### src/rtl/ws2812_grid_driver.sv
// ws2812_grid_driver: snapshots the Life grid and colours, then serializes one GRB frame onto a WS2812 chain.
// Define SERPENTINE_EN for zig-zag matrix wiring, where odd rows are transmitted right-to-left.
module ws2812_grid_driver #(
  parameter int NUM_CELLS = 64,
  parameter int GRID_W    = 8,
  parameter int T0H_CYC   = 35,
  parameter int T1H_CYC   = 70,
  parameter int TBIT_CYC  = 125,
  parameter int TRES_CYC  = 5000
) (
  input  logic                 clk,
  input  logic                 reset_n,
  input  logic                 start,
  input  logic [NUM_CELLS-1:0] cells,
  input  logic [23:0]          alive,
  input  logic [23:0]          dead,
  output logic                 busy,
  output logic                 done,
  output logic                 dout
);
`ifdef SERPENTINE_EN
  localparam bit SERP = 1'b1;
`else
  localparam bit SERP = 1'b0;
`endif
  localparam int CMAX = TRES_CYC > TBIT_CYC ? TRES_CYC : TBIT_CYC;
  localparam int CW   = $clog2(CMAX);
  localparam int PW   = NUM_CELLS > 1 ? $clog2(NUM_CELLS) : 1;
  typedef enum logic [1:0] {IDLE, HIGH, LOW, GAP} state_t;
  state_t               state_q, state_d;
  logic [CW-1:0]        cyc_q, cyc_d;
  logic [PW-1:0]        pix_q, pix_d;
  logic [4:0]           bit_q, bit_d;
  logic [NUM_CELLS-1:0] cells_q, cells_d;
  logic [23:0]          alive_q, alive_d, dead_q, dead_d;
  logic                 busy_q, busy_d, done_q, done_d, dout_q, dout_d;
  logic [31:0]          p, r, c;
  logic [PW-1:0]        idx;
  logic [23:0]          col, word;
  logic                 cur;
  always_comb begin
    p    = 32'(pix_q);
    r    = p / GRID_W;
    c    = p % GRID_W;
    idx  = (SERP && r[0]) ? PW'(r * GRID_W + GRID_W - 1 - c) : pix_q;
    col  = cells_q[idx] ? alive_q : dead_q;
    word = {col[15:8], col[23:16], col[7:0]};
    cur  = word[bit_q];
  end
  always_comb begin
    state_d = state_q;
    cyc_d   = cyc_q + 1'b1;
    pix_d   = pix_q;
    bit_d   = bit_q;
    cells_d = cells_q;
    alive_d = alive_q;
    dead_d  = dead_q;
    done_d  = 1'b0;
    case (state_q)
      IDLE: begin
        cyc_d = '0;
        if (start) begin
          state_d = HIGH;
          pix_d   = '0;
          bit_d   = 5'd23;
          cells_d = cells;
          alive_d = alive;
          dead_d  = dead;
        end
      end
      HIGH: state_d = (cyc_q == CW'((cur ? T1H_CYC : T0H_CYC) - 1)) ? LOW : HIGH;
      LOW: begin
        if (cyc_q == CW'(TBIT_CYC - 1)) begin
          cyc_d   = '0;
          state_d = (bit_q == 5'd0 && pix_q == PW'(NUM_CELLS - 1)) ? GAP : HIGH;
          bit_d   = (bit_q == 5'd0) ? 5'd23 : bit_q - 5'd1;
          pix_d   = (bit_q == 5'd0 && pix_q != PW'(NUM_CELLS - 1)) ? pix_q + 1'b1 : pix_q;
        end
      end
      default: begin
        if (cyc_q == CW'(TRES_CYC - 1)) begin
          state_d = IDLE;
          cyc_d   = '0;
          done_d  = 1'b1;
        end
      end
    endcase
    busy_d = state_d != IDLE;
    dout_d = state_d == HIGH;
  end
  always_ff @(posedge clk) begin
    if (!reset_n) begin
      state_q <= IDLE;
      cyc_q   <= '0;
      pix_q   <= '0;
      bit_q   <= '0;
      cells_q <= '0;
      alive_q <= '0;
      dead_q  <= '0;
      busy_q  <= 1'b0;
      done_q  <= 1'b0;
      dout_q  <= 1'b0;
    end else begin
      state_q <= state_d;
      cyc_q   <= cyc_d;
      pix_q   <= pix_d;
      bit_q   <= bit_d;
      cells_q <= cells_d;
      alive_q <= alive_d;
      dead_q  <= dead_d;
      busy_q  <= busy_d;
      done_q  <= done_d;
      dout_q  <= dout_d;
    end
  end
  assign busy = busy_q;
  assign done = done_q;
  assign dout = dout_q;
endmodule

### config.mk
export PLATFORM = sky130hd
export DESIGN_NAME = ws2812_grid_driver
export DESIGN_NICKNAME = d
export VERILOG_FILES = /design/src/rtl/ws2812_grid_driver.sv
export SDC_FILE = /design/constraint.sdc
export NUM_CORES = 1
export LEC_CHECK = 0
export BUFFER_PORTS_ARGS = -buffer_cell sky130_fd_sc_hd__buf_2
export CORE_ASPECT_RATIO = 0.75
export CORE_UTILIZATION = 50
export DETAILED_ROUTE_END_ITERATION = 10
export PLACE_DENSITY = 0.75
export SYNTH_ARGS = -nofsm -noshare
export SYNTH_HDL_FRONTEND = slang
export SYNTH_SLANG_ARGS = --single-unit
### constraint.sdc
create_clock -name clk -period 2.7 [get_ports clk]
set_input_delay 0 -clock clk [delete_from_list [all_inputs] [get_ports clk]]
set_output_delay 0 -clock clk [all_outputs]
set_load 0.03 [all_outputs]
==> run_results.csv <==
group,metric,value,unit
final_layout,fin_util,0.733,
die,die_w,134,um
place,dp_slack,-0.0777,ns
timing,slew_headroom,0.567,
synthesis,async_flop_share,0,
synthesis,yosysMostFrequentCell,"nand2_1",
synthesis,yosys-top-cells-count,"nand2_1 (252), dfxtp_1 (141), a21boi_0 (115)",
cts,cts_buffers,17,
synthesis,ys.flop_type,"dfxtp_1",
global_route,antenna_found_initial,0,
synthesis,yosysUniqueCellTypes,49,
pwr,cellLeakagePower,3.63,nW
pwr,pwr-share-seq,0.428,
synthesis,synth_top_area_share,0.432,
die,rows,35,
global_route,grt-ovfl-total,0,
cts,clkLatencyLatePin,0.42,ns
worst_hold_path,holdPathEnd,"dead_q[20]$_SDFFE_PN0P_",
global_route,grt_max_degree,65,
job,max_cap_viol_count,0,
routing,wirelength,18400,um
setup_path,critical_path.cell_chain,"buf_12 -> mux4_2 -> mux2i_1 -> nor2_1 -> or3_4 -> nand3_2 -> nand4_1 -> or4_4 -> a31oi_4 -> nor3b_1",
outcome,violations,"setup timing",
final_layout,area_growth,40.4,%
place,portBuffers,117,
setup_path,critPathRequiredTime,2.99,ns
synthesis,yosysWarnings,0,
setup_path,rrSetupSlack,-0.04,ns
final_layout,nets,1111,
setup_path,startpoint_type,"flop",
die,ios,118,
routing,routedWlPerCell,15.7,um
timing,rsz0062_at_grt,"yes",
synthesis,ys_ff_latch,141,
timing,fin_worst_skew,0.00597,ns
setup_path,cp.arrival,3.03,ns
timing,fin_setup_tns,-0.0541,ns
setup_path,reg2reg_from,"idx[1]$_SDFFE_PN0P_",
synthesis,ys_seq_area_frac,0.432,
routing,postRouteAntennaNets,0,
global_route,grt_pass1_vias,5947,
timing,fin_crit,2.74,ns
cts,clock_sinks,141,
setup_path,worst-path-buf-inv,1,
final_layout,drive_gt1_frac,0.213,
place,gp_congestion,0.840,
timing,finalSetupViolCount,2,
die,dieArea,13500,um2
outcome,status,"complete, but fails checks",
pwr,p_sw,1.34,mW
die,start_util,0.522,
die,die_h,101,um
setup_path,reg2reg_depth,10,
global_route,grt_pass1_wl,29200,um
worst_hold_path,min_from,"start",
cts,cts.path.max_buffers,2,
setup_path,slowest_stage,"mux4_2",
routing,firstDrtPassIters,5,
synthesis,syn_inst,771,
cts,clk_pin_slew_worst_paths,0.06,ns
timing,final_hold_viol_count,0,
timing,finalMaxSlewViolations,0,
cts,cts_tree,"done",
synthesis,synth_top_cell_by_area,"dfxtp_1",
routing,drc_errors,0,
timing,worstMarginPinSlew,0.650,ns
final_layout,fill_cells,892,
timing,post-route-period-util,1.01,
place,dp_hpwl,10400,um
setup_path,cp_top_family,"simple AND/OR/NAND/NOR gates",
setup_path,crit_fanout,5,
pwr,ir_drop,0.500,mV
global_route,gr-usage-all-layers,0.280,
routing,via_count,6176,
timing,worst_hold_slack,0.0394,ns
worst_hold_path,worstHoldPathCells,4,
pwr,powerDensity,576,nW/um2
synthesis,synth.avg_cell_area,8.48,um2
die,coreArea,12500,um2
setup_path,r2r_end,"dout$_SDFF_PN0_",
cts,cts-htree-levels,4,
routing,viasPerCell,5.27,
pwr,clockPowerShare,0.438,
cts,root_buffer,"clkbuf_16",
worst_hold_path,holdCritPathClass,"input port to flop",
synthesis,syn_area,6540,um2
pwr,p_comb_frac,0.134,
routing,drt_iter0_markers,435,
synthesis,syn_nets,890,
timing,fin_ws,-0.0353,ns
pwr,netSwitchingFraction,0.253,
setup_path,crit_type,"flop to flop",
pwr,intPower,3.95,mW
timing,clock.fmax,0.366,GHz
synthesis,synth_area_leaders,"dfxtp_1 (43%), nand2_1 (14%), a21boi_0 (13%), mux4_2 (3.4%), clkbuf_1 (2.5%)",
setup_path,end_kind,"flop",
synthesis,synth_edf_count,0,
setup_path,critPathMaxStageDelay,0.49,ns
[stage by stage]
step / total power, mW / cells / instance area, um2
CTS: 5.26 / 1166 / 9090
detailed placement: 2.86 / 1021 / 7330
global route: 5.47 / 1171 / 9180
global placement: 2.85 / 1021 / 7330
finish: 5.29 / 1172 / 9180
floorplan: 2.64 / 771 / 6540
[worst max-delay path by stage]
stage | slack [ns] | to | depth (start not counted) | start
after global routing | -0.09 | dout$_SDFF_PN0_ | 10 | idx[1]$_SDFFE_PN0P_
after detailed placement | -0.08 | dout$_SDFF_PN0_ | 10 | idx[0]$_SDFFE_PN0P_
after global placement | 0.004 | dout$_SDFF_PN0_ | 10 | idx[0]$_SDFFE_PN0P_
final | -0.04 | dout$_SDFF_PN0_ | 10 | idx[1]$_SDFFE_PN0P_
after CTS | 0.0005 | dout$_SDFF_PN0_ | 10 | idx[0]$_SDFFE_PN0P_
after floorplan | 0.11 | dout$_SDFF_PN0_ | 11 | idx[0]$_SDFFE_PN0P_
[registers in the layout, summed over array words and instances, names as in the netlist]
register and cells:
cyc_q 13, done 1, dout 1, idx 6
bit_q 5, dead_q 24, cells_q 64, state_q 2
alive_q 24, busy 1
[cell type report]
class / instances / area [um2] / share of cell area
diodes: 1 / 2.50 / 0.000273
flip-flops and latches: 141 / 2830 / 0.308
repair buffers: 256 / 2010 / 0.219
inverters: 6 / 22.5 / 0.00245
multi-input cells: 570 / 3520 / 0.384
well taps: 166 / 208 / 0.0226
clock inverters: 13 / 141 / 0.0154
clock buffers: 19 / 443 / 0.0482
[worst reg2reg max path, delay by kind of cell (launching register included)]
family                 cells  cell delay (ns)
and+or+nand+nor            6             1.24
muxes                      2             0.68
DFF                        1             0.39
AOI/OAI and AO/OA          1             0.16
buffers and inverters      1             0.13
[kinds of logic (layout without fill, tap and decap cells)]
| logic type | Yosys count | in the layout | synth area share |
|---|---|---|---|
| AND/OR/NAND/NOR | 348 | 348 | 0.223 |
| buffers and inverters | 60 | 294 | 0.0371 |
| flip-flops | 141 | 141 | 0.432 |
| multiplexers | 40 | 40 | 0.0972 |
| other | 0 | 1 | 0 |
| adder cells (fa/ha/maj) | 4 | 4 | 0.00765 |
| XOR/XNOR | 18 | 18 | 0.0241 |
| AO/OA/AOI/OAI | 160 | 160 | 0.179 |
[placed cells by master, fill, tap and decap left out, types with 11 or more instances in the layout]
master	synthesis	final
nor2_1	31	31
mux2i_1	14	14
dlygate4sd3_1	0	112
nand2_1	252	251
clkbuf_16	0	18
xor2_1	14	14
dfxtp_1	141	138
mux4_2	10	11
nand3_1	19	16
buf_4	1	19
a21boi_0	115	115
o21ai_0	13	12
buf_2	5	117
[power groups by stage]
| stage | combinational (mW) | clock [mW] | sequential (mW) |
|---|---|---|---|
| floorplan | 0.357 | 0 | 2.28 |
| global placement | 0.542 | 0 | 2.30 |
| detailed placement | 0.551 | 0 | 2.31 |
| CTS | 0.683 | 2.31 | 2.26 |
| global route | 0.777 | 2.42 | 2.28 |
| finish | 0.708 | 2.31 | 2.26 |
[per-layer routing]
metal,part of all wire,up-vias,track usage
met5,0,-,0
met4,0.018,0,0.108
met3,0.058,33,0.0633
met2,0.47,217,0.448
met1,0.45,2867,0.369
li1,-,3059,-
[timing repair]
| action | 4_1_cts | 5_1_grt |
|---|---|---|
| setup buffers | 0 | 4 |
| cloned | 1 | 1 |
| setup endpoints to repair | 3 | 3 |
| hold endpoints to repair | 112 | 0 |
| gates resized for setup | 6 | 10 |
| pin swaps | 1 | 1 |
| hold buffers | 112 | 0 |
Power figures use the tool's default switching activity.
